[config.mk]
export PLATFORM = sky130hd
export DESIGN_NAME = mem_arbiter_flat
export DESIGN_NICKNAME = d
export VERILOG_FILES = /design/src/rtl/mem_arb_pkg.sv /design/src/rtl/mem_arbiter_if.sv /design/src/rtl/mem_arb_pick.sv /design/src/rtl/mem_arbiter.sv /design/src/flat_wrapper.sv
export SDC_FILE = /design/constraint.sdc
export NUM_CORES = 1
export LEC_CHECK = 0
export ABC_CLOCK_PERIOD_IN_PS = 3420
export BUFFER_PORTS_ARGS = -buffer_cell sky130_fd_sc_hd__buf_4
export CAP_MARGIN = 20
export CORE_ASPECT_RATIO = 1.75
export CORE_MARGIN = 2
export CORE_UTILIZATION = 45
export DETAILED_ROUTE_END_ITERATION = 8
export PLACE_DENSITY = 0.9
export SYNTH_ARGS = -nofsm -noshare
export SYNTH_HDL_FRONTEND = slang
export SYNTH_SLANG_ARGS = --single-unit
[constraint.sdc]
create_clock -name i_clk -period 3.42 [get_ports i_clk]
set_input_delay 1.026 -clock i_clk [delete_from_list [all_inputs] [get_ports i_clk]]
set_output_delay 1.026 -clock i_clk [all_outputs]
set_load 0.005 [all_outputs]
[src/rtl/mem_arb_pkg.sv]
// Shared definitions for the instruction/data memory arbiter: FSM state
// encoding, transaction owner encoding, bus widths and timeout counter width.
package mem_arb_pkg;

  typedef enum logic [1:0] {
    S_IDLE  = 2'd0,
    S_ISSUE = 2'd1,
    S_WAIT  = 2'd2
  } state_e;

  typedef enum logic {
    OWN_IF = 1'b0,
    OWN_D  = 1'b1
  } owner_e;

  localparam int ADDR_W = 32;
  localparam int DATA_W = 32;
  localparam int MASK_W = 4;

  // Wide enough for any practical TIMEOUT value
  localparam int CNT_W = 16;

  // Round-robin pointer: which requester wins a simultaneous request
  localparam logic PTR_D_FIRST  = 1'b0;
  localparam logic PTR_IF_FIRST = 1'b1;

endpackage

[src/rtl/mem_arbiter_if.sv]
// Bundle of the hart fetch port, hart data port and memory port signals.
// The slave modport is the arbiter's view; master is the hart+memory view.
interface mem_arbiter_if;
  import mem_arb_pkg::*;

  logic              i_if_req;
  logic [ADDR_W-1:0] i_if_addr;
  logic              o_if_ready;
  logic              o_if_rvalid;
  logic [DATA_W-1:0] o_if_rdata;
  logic              o_if_err;

  logic              i_d_req;
  logic [ADDR_W-1:0] i_d_addr;
  logic              i_d_ren;
  logic              i_d_wen;
  logic [DATA_W-1:0] i_d_wdata;
  logic [MASK_W-1:0] i_d_mask;
  logic              o_d_ready;
  logic              o_d_rvalid;
  logic [DATA_W-1:0] o_d_rdata;
  logic              o_d_err;

  logic              o_mem_valid;
  logic              i_mem_ready;
  logic [ADDR_W-1:0] o_mem_addr;
  logic              o_mem_wen;
  logic [DATA_W-1:0] o_mem_wdata;
  logic [MASK_W-1:0] o_mem_mask;
  logic              i_mem_rvalid;
  logic [DATA_W-1:0] i_mem_rdata;

  modport slave (
    input  i_if_req, i_if_addr,
    output o_if_ready, o_if_rvalid, o_if_rdata, o_if_err,
    input  i_d_req, i_d_addr, i_d_ren, i_d_wen, i_d_wdata, i_d_mask,
    output o_d_ready, o_d_rvalid, o_d_rdata, o_d_err,
    output o_mem_valid, o_mem_addr, o_mem_wen, o_mem_wdata, o_mem_mask,
    input  i_mem_ready, i_mem_rvalid, i_mem_rdata
  );

  modport master (
    output i_if_req, i_if_addr,
    input  o_if_ready, o_if_rvalid, o_if_rdata, o_if_err,
    output i_d_req, i_d_addr, i_d_ren, i_d_wen, i_d_wdata, i_d_mask,
    input  o_d_ready, o_d_rvalid, o_d_rdata, o_d_err,
    input  o_mem_valid, o_mem_addr, o_mem_wen, o_mem_wdata, o_mem_mask,
    output i_mem_ready, i_mem_rvalid, i_mem_rdata
  );

endinterface

[src/rtl/mem_arb_pick.sv]
// Winner select between fetch and data requests. Data wins a tie unless the
// pointer says fetch goes first; a lone requester always wins.
module mem_arb_pick
  import mem_arb_pkg::*;
(
  input  logic if_req_i,
  input  logic d_req_i,
  input  logic rr_ptr_i,
  output logic grant_if_o,
  output logic grant_d_o
);

  // Resolve a tie with the pointer, otherwise grant whoever is asking
  always_comb begin
    grant_d_o  = d_req_i & (~if_req_i | (rr_ptr_i == PTR_D_FIRST));
    grant_if_o = if_req_i & ~grant_d_o;
  end

endmodule

[src/rtl/mem_arbiter.sv]
// Shares one single-ported memory between the hart's fetch and data ports.
// One transaction in flight at a time: accept (IDLE), issue (ISSUE), wait for
// the response (WAIT), which is routed back to the owner of the transaction.
// Build option: define MEM_ARB_RR_EN for round-robin arbitration; otherwise
// data has fixed priority over fetch.
module mem_arbiter
  import mem_arb_pkg::*;
#(
  parameter int TIMEOUT = 64
) (
  input logic          i_clk,
  input logic          i_rst,
  mem_arbiter_if.slave bus
);

  state_e            state_q, state_d;
  owner_e            owner_q, owner_d;
  logic [ADDR_W-1:0] addr_q, addr_d;
  logic              wen_q, wen_d;
  logic [DATA_W-1:0] wdata_q, wdata_d;
  logic [MASK_W-1:0] mask_q, mask_d;
  logic [CNT_W-1:0]  cnt_q, cnt_d;
  logic              rrPtr_q, rrPtr_d;
  logic              errPend_q, errPend_d;

  logic              grantIf, grantD;
  logic              ifReady, dReady, memValid;
  logic              rspValid, rspErr, dErrRsp;
  logic [DATA_W-1:0] rspData;

  mem_arb_pick uPick (
    .if_req_i   (bus.i_if_req),
    .d_req_i    (bus.i_d_req),
    .rr_ptr_i   (rrPtr_q),
    .grant_if_o (grantIf),
    .grant_d_o  (grantD)
  );

  // Next-state logic: accept and latch in IDLE, hold the request in ISSUE,
  // and finish on a memory response or timeout in WAIT. Nothing is granted or
  // returned while reset is asserted.
  always_comb begin
    state_d   = state_q;
    owner_d   = owner_q;
    addr_d    = addr_q;
    wen_d     = wen_q;
    wdata_d   = wdata_q;
    mask_d    = mask_q;
    cnt_d     = cnt_q;
    rrPtr_d   = rrPtr_q;
    errPend_d = 1'b0;
    ifReady   = 1'b0;
    dReady    = 1'b0;
    memValid  = 1'b0;
    rspValid  = 1'b0;
    rspErr    = 1'b0;
    rspData   = '0;
    dErrRsp   = 1'b0;
    if (!i_rst) begin
      unique case (state_q)
        S_IDLE: begin
          dErrRsp = errPend_q;
          if (grantD) begin
            dReady = 1'b1;
            if (bus.i_d_ren && bus.i_d_wen) begin
              errPend_d = 1'b1;
            end else begin
              owner_d = OWN_D;
              addr_d  = bus.i_d_addr;
              wen_d   = bus.i_d_wen;
              wdata_d = bus.i_d_wdata;
              mask_d  = bus.i_d_mask;
              state_d = S_ISSUE;
            end
          end else if (grantIf) begin
            ifReady = 1'b1;
            owner_d = OWN_IF;
            addr_d  = bus.i_if_addr;
            wen_d   = 1'b0;
            wdata_d = '0;
            mask_d  = '1;
            state_d = S_ISSUE;
          end
`ifdef MEM_ARB_RR_EN
          if (grantD) begin
            rrPtr_d = PTR_IF_FIRST;
          end else if (grantIf) begin
            rrPtr_d = PTR_D_FIRST;
          end
`endif
        end
        S_ISSUE: begin
          memValid = 1'b1;
          if (bus.i_mem_ready) begin
            state_d = S_WAIT;
            cnt_d   = '0;
          end
        end
        S_WAIT: begin
          if ((TIMEOUT != 0) && (cnt_q == CNT_W'(TIMEOUT))) begin
            rspValid = 1'b1;
            rspErr   = 1'b1;
            state_d  = S_IDLE;
          end else if (bus.i_mem_rvalid) begin
            rspValid = 1'b1;
            rspData  = bus.i_mem_rdata;
            state_d  = S_IDLE;
          end else begin
            cnt_d = cnt_q + CNT_W'(1);
          end
        end
        default: state_d = S_IDLE;
      endcase
    end
  end

  // Route the response to its owner and present the latched request only
  // while it is being issued, so the memory bus reads zero otherwise
  always_comb begin
    bus.o_if_ready  = ifReady;
    bus.o_d_ready   = dReady;
    bus.o_if_rvalid = rspValid && (owner_q == OWN_IF);
    bus.o_if_err    = rspErr && (owner_q == OWN_IF);
    bus.o_if_rdata  = (owner_q == OWN_IF) ? rspData : '0;
    bus.o_d_rvalid  = (rspValid && (owner_q == OWN_D)) || dErrRsp;
    bus.o_d_err     = (rspErr && (owner_q == OWN_D)) || dErrRsp;
    bus.o_d_rdata   = (owner_q == OWN_D) ? rspData : '0;
    bus.o_mem_valid = memValid;
    bus.o_mem_addr  = memValid ? addr_q : '0;
    bus.o_mem_wen   = memValid && wen_q;
    bus.o_mem_wdata = memValid ? wdata_q : '0;
    bus.o_mem_mask  = memValid ? mask_q : '0;
  end

  // State and latched-request registers with synchronous reset
  always_ff @(posedge i_clk) begin
    if (i_rst) begin
      state_q   <= S_IDLE;
      owner_q   <= OWN_IF;
      addr_q    <= '0;
      wen_q     <= 1'b0;
      wdata_q   <= '0;
      mask_q    <= '0;
      cnt_q     <= '0;
      rrPtr_q   <= PTR_D_FIRST;
      errPend_q <= 1'b0;
    end else begin
      state_q   <= state_d;
      owner_q   <= owner_d;
      addr_q    <= addr_d;
      wen_q     <= wen_d;
      wdata_q   <= wdata_d;
      mask_q    <= mask_d;
      cnt_q     <= cnt_d;
      rrPtr_q   <= rrPtr_d;
      errPend_q <= errPend_d;
    end
  end

endmodule

[src/flat_wrapper.sv]
// flat-port wrapper written by rule: the top's interface ports become plain ports
module mem_arbiter_flat import mem_arb_pkg::*;
#(
  parameter int TIMEOUT = 64
)
  (i_clk, i_rst, bus_i_if_req, bus_i_if_addr, bus_o_if_ready, bus_o_if_rvalid, bus_o_if_rdata, bus_o_if_err, bus_i_d_req, bus_i_d_addr, bus_i_d_ren, bus_i_d_wen, bus_i_d_wdata, bus_i_d_mask, bus_o_d_ready, bus_o_d_rvalid, bus_o_d_rdata, bus_o_d_err, bus_o_mem_valid, bus_o_mem_addr, bus_o_mem_wen, bus_o_mem_wdata, bus_o_mem_mask, bus_i_mem_ready, bus_i_mem_rvalid, bus_i_mem_rdata);
  mem_arbiter_if bus_i ();
  input logic i_clk;
  input logic i_rst;
  input wire logic [$bits(bus_i.i_if_req)-1:0] bus_i_if_req;
  input wire logic [$bits(bus_i.i_if_addr)-1:0] bus_i_if_addr;
  output wire logic [$bits(bus_i.o_if_ready)-1:0] bus_o_if_ready;
  output wire logic [$bits(bus_i.o_if_rvalid)-1:0] bus_o_if_rvalid;
  output wire logic [$bits(bus_i.o_if_rdata)-1:0] bus_o_if_rdata;
  output wire logic [$bits(bus_i.o_if_err)-1:0] bus_o_if_err;
  input wire logic [$bits(bus_i.i_d_req)-1:0] bus_i_d_req;
  input wire logic [$bits(bus_i.i_d_addr)-1:0] bus_i_d_addr;
  input wire logic [$bits(bus_i.i_d_ren)-1:0] bus_i_d_ren;
  input wire logic [$bits(bus_i.i_d_wen)-1:0] bus_i_d_wen;
  input wire logic [$bits(bus_i.i_d_wdata)-1:0] bus_i_d_wdata;
  input wire logic [$bits(bus_i.i_d_mask)-1:0] bus_i_d_mask;
  output wire logic [$bits(bus_i.o_d_ready)-1:0] bus_o_d_ready;
  output wire logic [$bits(bus_i.o_d_rvalid)-1:0] bus_o_d_rvalid;
  output wire logic [$bits(bus_i.o_d_rdata)-1:0] bus_o_d_rdata;
  output wire logic [$bits(bus_i.o_d_err)-1:0] bus_o_d_err;
  output wire logic [$bits(bus_i.o_mem_valid)-1:0] bus_o_mem_valid;
  output wire logic [$bits(bus_i.o_mem_addr)-1:0] bus_o_mem_addr;
  output wire logic [$bits(bus_i.o_mem_wen)-1:0] bus_o_mem_wen;
  output wire logic [$bits(bus_i.o_mem_wdata)-1:0] bus_o_mem_wdata;
  output wire logic [$bits(bus_i.o_mem_mask)-1:0] bus_o_mem_mask;
  input wire logic [$bits(bus_i.i_mem_ready)-1:0] bus_i_mem_ready;
  input wire logic [$bits(bus_i.i_mem_rvalid)-1:0] bus_i_mem_rvalid;
  input wire logic [$bits(bus_i.i_mem_rdata)-1:0] bus_i_mem_rdata;
  assign bus_i.i_if_req = bus_i_if_req;
  assign bus_i.i_if_addr = bus_i_if_addr;
  assign bus_o_if_ready = bus_i.o_if_ready;
  assign bus_o_if_rvalid = bus_i.o_if_rvalid;
  assign bus_o_if_rdata = bus_i.o_if_rdata;
  assign bus_o_if_err = bus_i.o_if_err;
  assign bus_i.i_d_req = bus_i_d_req;
  assign bus_i.i_d_addr = bus_i_d_addr;
  assign bus_i.i_d_ren = bus_i_d_ren;
  assign bus_i.i_d_wen = bus_i_d_wen;
  assign bus_i.i_d_wdata = bus_i_d_wdata;
  assign bus_i.i_d_mask = bus_i_d_mask;
  assign bus_o_d_ready = bus_i.o_d_ready;
  assign bus_o_d_rvalid = bus_i.o_d_rvalid;
  assign bus_o_d_rdata = bus_i.o_d_rdata;
  assign bus_o_d_err = bus_i.o_d_err;
  assign bus_o_mem_valid = bus_i.o_mem_valid;
  assign bus_o_mem_addr = bus_i.o_mem_addr;
  assign bus_o_mem_wen = bus_i.o_mem_wen;
  assign bus_o_mem_wdata = bus_i.o_mem_wdata;
  assign bus_o_mem_mask = bus_i.o_mem_mask;
  assign bus_i.i_mem_ready = bus_i_mem_ready;
  assign bus_i.i_mem_rvalid = bus_i_mem_rvalid;
  assign bus_i.i_mem_rdata = bus_i_mem_rdata;
  mem_arbiter #(.TIMEOUT(TIMEOUT)) u_core (.i_clk(i_clk), .i_rst(i_rst), .bus(bus_i));
endmodule
==> summary.txt <==
Cells and area
  – Syn-to-layout area delta: 50.16%
  – Share of cells above drive strength 1: 38.15%
  – Final Cell Area: 7547 um^2
  – Number of diodes: 0
  – Nets: 1003
  – Post-route core utilization: about two thirds

Die
  – Initial Util: between 40% and 50%
  – Core area: roughly 11000 um^2
  – Ports: 280
  – Die area: 12060 um^2
  – Row count: 51
  – Die width: 83.89 um
  – Die height: between 100 and 150 um

Logic synthesis
  – Yosys cell types: between 40 and 50
  – Cells after synthesis: 611
  – Synth Warn #: 0
  – Synthesized cell area: 5026 um^2
  – Yosys reg bits: 89
  – Ys flop type: dfxtp_1
  – Post-synth top area share: a little over a third
  – Top post-synthesis cells by area: dfxtp_1 35%, and2_1 17%, mux2i_1 6.4%
  – Post-synth EDFFs: 0
  – Syn Area/Cell: 8.226 um^2
  – Cell taking the most area after synthesis: dfxtp_1
  – Mapped Nets: 753
  – Post-synthesis sequential area ratio: 35.45%
  – Asr flop ratio synth: 0%

Setup path
  – Worst flop-to-flop path startpoint: u_core.state_q[0]
  – Crit path required time: 2.39 ns
  – Critical path class: reg2out
  – Worst EP arrival: 2.21 ns
  – Reg2reg path depth: 6
  – Worst R2R End: u_core.addr_q[15]
  – Startpoint types: register
  – CP peak stage delay: 0.44 ns
  – CP Max Fanout: 32
  – Crit-path cells: inv_1 -> ha_1 -> nor4b_2 -> and4_1 -> nor4b_4 -> buf_12 -> and2_1 -> buf_4
  – CP endpoint kind: output pin
  – Worst R2R Setup Slack: ~1 ns
  – CP max stage cell: dfxtp_1

Clock network
  – Clock transition at path regs: 0.07 ns
  – Clk buf depth: 2
  – CTS resizes: 0
  – CTS Buf Count: 9
  – CTS tree: yes
  – Clk_lat worst skew: about 0.33 ns
  – Clock sink count: 89
  – Post-CTS Hold Fix Bufs: 0
  – CTS H-tree lvls: 3
  – Post CTS Setup Buffer Count: 0
  – Root Buffer: clkbuf_16

Global route
  – GRT overflow: 0
  – Vias in the first global route: 5173
  – Global-route wire length before repair: ~25000 um
  – Largest net degree at the start of global routing: 63
  – Gr usage total: 25.61%
  – Initial antenna violation count: 0

Place
  – RePlAce Congestion: between 0.8 and 0.9
  – Cell area after placement: 7247 um^2
  – Port Buffers: between 200 and 300
  – HPWL reported at the end of detailed placement: 12110 um

Timing
  – Final Max Tran Viols: 0
  – Peak Freq: around 310 MHz
  – Clk_skew: 0.006743 ns
  – Tightest Pin Transition: 0.9887 ns
  – Period utilization: 94.51%
  – Slew headroom: between 30% and 40%
  – Final setup vio count: 0
  – Final hold violation count: 0
  – RSZ-0062 raised after global routing: no
  – TNS Setup: 0 ns
  – Min Tclk post-route: about 3.2 ns

Run status
  – Status: complete, no violations

Detailed routing
  – Routed wire per std cell: 16.26 um
  – Vias/cell: 5.421
  – Initial DRC count: 184
  – DRC viols: 0
  – Post-route ant nets: 0
  – 1st-pass router iterations: 5
  – Via count: 5405
  – Final wirelength: 16210 um

Power and ir drop
  – Leak pwr: 3.525 nW
  – P per Cell Area: 349.0 nW/um^2
  – Maximum VDD drop: 242.8 uV

Min path
  – Critical hold path startpoint: u_core.wdata_q[1]
  – Hold path cells: 2
  – HP Class: reg2reg
  – Worst hold path endpoint: u_core.wdata_q[1]

Flow run
  – Max capacitance violation total: 0
==> per-stage QoR <==
step           hold slack [ns]  setup slack [ns]  std cells  total power [mW]
6_report                0.4662            0.1876        997             2.634
3_3_place_gp            0.4449            0.3269        982             1.666
5_1_grt                 0.4984           0.03110        997             2.757
4_1_cts                 0.4687            0.1613        997             2.659
2_1_floorplan           0.4391            0.2612        611             1.444
3_5_place_dp            0.4596            0.2560        982             1.681
==> worst max-delay path: cells and delay by family (launching register included) <==
kind                     cells  cell delay, ns
adder cells (fa/ha/maj)      1            0.20
buffers and inverters        3            0.39
flip-flops                   1            0.44
AND/OR/NAND/NOR              4            0.85
==> area by class of cell <==
| class | count | area [um^2] |
|---|---|---|
| sequential | 89 | 1782 |
| inverter | 8 | 30.03 |
| tap | 132 | 165.2 |
| clock inverter | 6 | 68.82 |
| multi-input combinational | 458 | 2999 |
| clock buffer | 9 | 225.2 |
| fill | 902 | 3492 |
| timing repair buffer | 295 | 2277 |
==> state kept, by name, summed over array words and instances, names as in the netlist <==
name / flops
u_core.wen_q: 1
u_core.errPend_q: 1
u_core.addr_q: 32
u_core.cnt_q: 16
u_core.wdata_q: 32
u_core.state_q: 2
u_core.owner_q: 1
u_core.mask_q: 4
==> worst max path at each step <==
| stage | startpoint | to | cells past startpoint |
|---|---|---|---|
| 4_1_cts | u_core.cnt_q[0] | bus_o_if_rdata[3] | 8 |
| 2_1_floorplan | i_rst | bus_o_if_rdata[10] | 6 |
| 3_3_place_gp | i_rst | bus_o_if_rdata[20] | 7 |
| 5_1_grt | u_core.cnt_q[6] | bus_o_if_rdata[10] | 6 |
| 6_report | u_core.cnt_q[0] | bus_o_d_rdata[20] | 8 |
| 3_5_place_dp | i_rst | bus_o_if_rdata[3] | 7 |
==> report_power, final <==
group | switching [mW] | internal [mW]
combinational | 0.249 | 0.262
clock | 0.406 | 0.567
sequential | 0.0378 | 1.11
total | 0.693 | 1.94
==> layout by cell type, fill, tap and decap left out, drive strengths merged, types with 3 or more instances in the layout <==
| cell | Yosys | routed |
|---|---|---|
| mux2i | 32 | 32 |
| clkinv | 0 | 4 |
| nor2 | 78 | 78 |
| o31ai | 3 | 3 |
| nand4 | 6 | 6 |
| a311oi | 3 | 3 |
| a21o | 4 | 4 |
| clkbuf | 38 | 9 |
| nor3 | 6 | 6 |
| nor4b | 4 | 4 |
| or3b | 3 | 3 |
| nor3b | 33 | 33 |
| inv | 8 | 9 |
| a21oi | 14 | 14 |
| dfxtp | 89 | 89 |
| a211oi | 37 | 37 |
| and3 | 7 | 7 |
| nand2 | 10 | 10 |
| nand4b | 3 | 3 |
| nand3 | 6 | 6 |
| and4 | 4 | 4 |
| a31oi | 34 | 34 |
| and2 | 138 | 138 |
| o21ai | 12 | 12 |
| buf | 18 | 295 |
==> cells in the mapped netlist (3+ instances only) <==
master    number
o21ai_0       11
clkbuf_1      37
mux2i_1       32
nor3b_1       31
nor4b_1        3
a21o_1         4
nand3_1        6
nand4b_1       3
dfxtp_1       89
nand2_1       10
and4_1         4
nand4_1        6
and3_1         7
inv_1          8
o31ai_1        3
and2_1       138
nor2_1        78
a211oi_1      27
a311oi_1       3
nor3_1         6
a211oi_2      10
a31oi_1       34
a21oi_1       14
buf_2         14
==> per-layer routing <==
metal / GRT usage, % / part of all wire, % / up-vias
met2: 46.57 / 52 / 273
met4: 16.04 / 5.8 / 0
met1: 26.38 / 35 / 2442
met5: 0 / 0 / -
met3: 5.629 / 7.2 / 58
li1: - / - / 2632
==> logic make-up (layout without fill, tap and decap cells) <==
kind of cell	after synthesis	in the layout	synth area share, %
simple gates	308	308	35.62
compound gates	115	115	16.38
flops	89	89	35.45
buf+inv	64	318	5.452
mux	33	33	6.597
fa+ha+maj	2	2	0.4978
(Power assumes the default switching activity.)
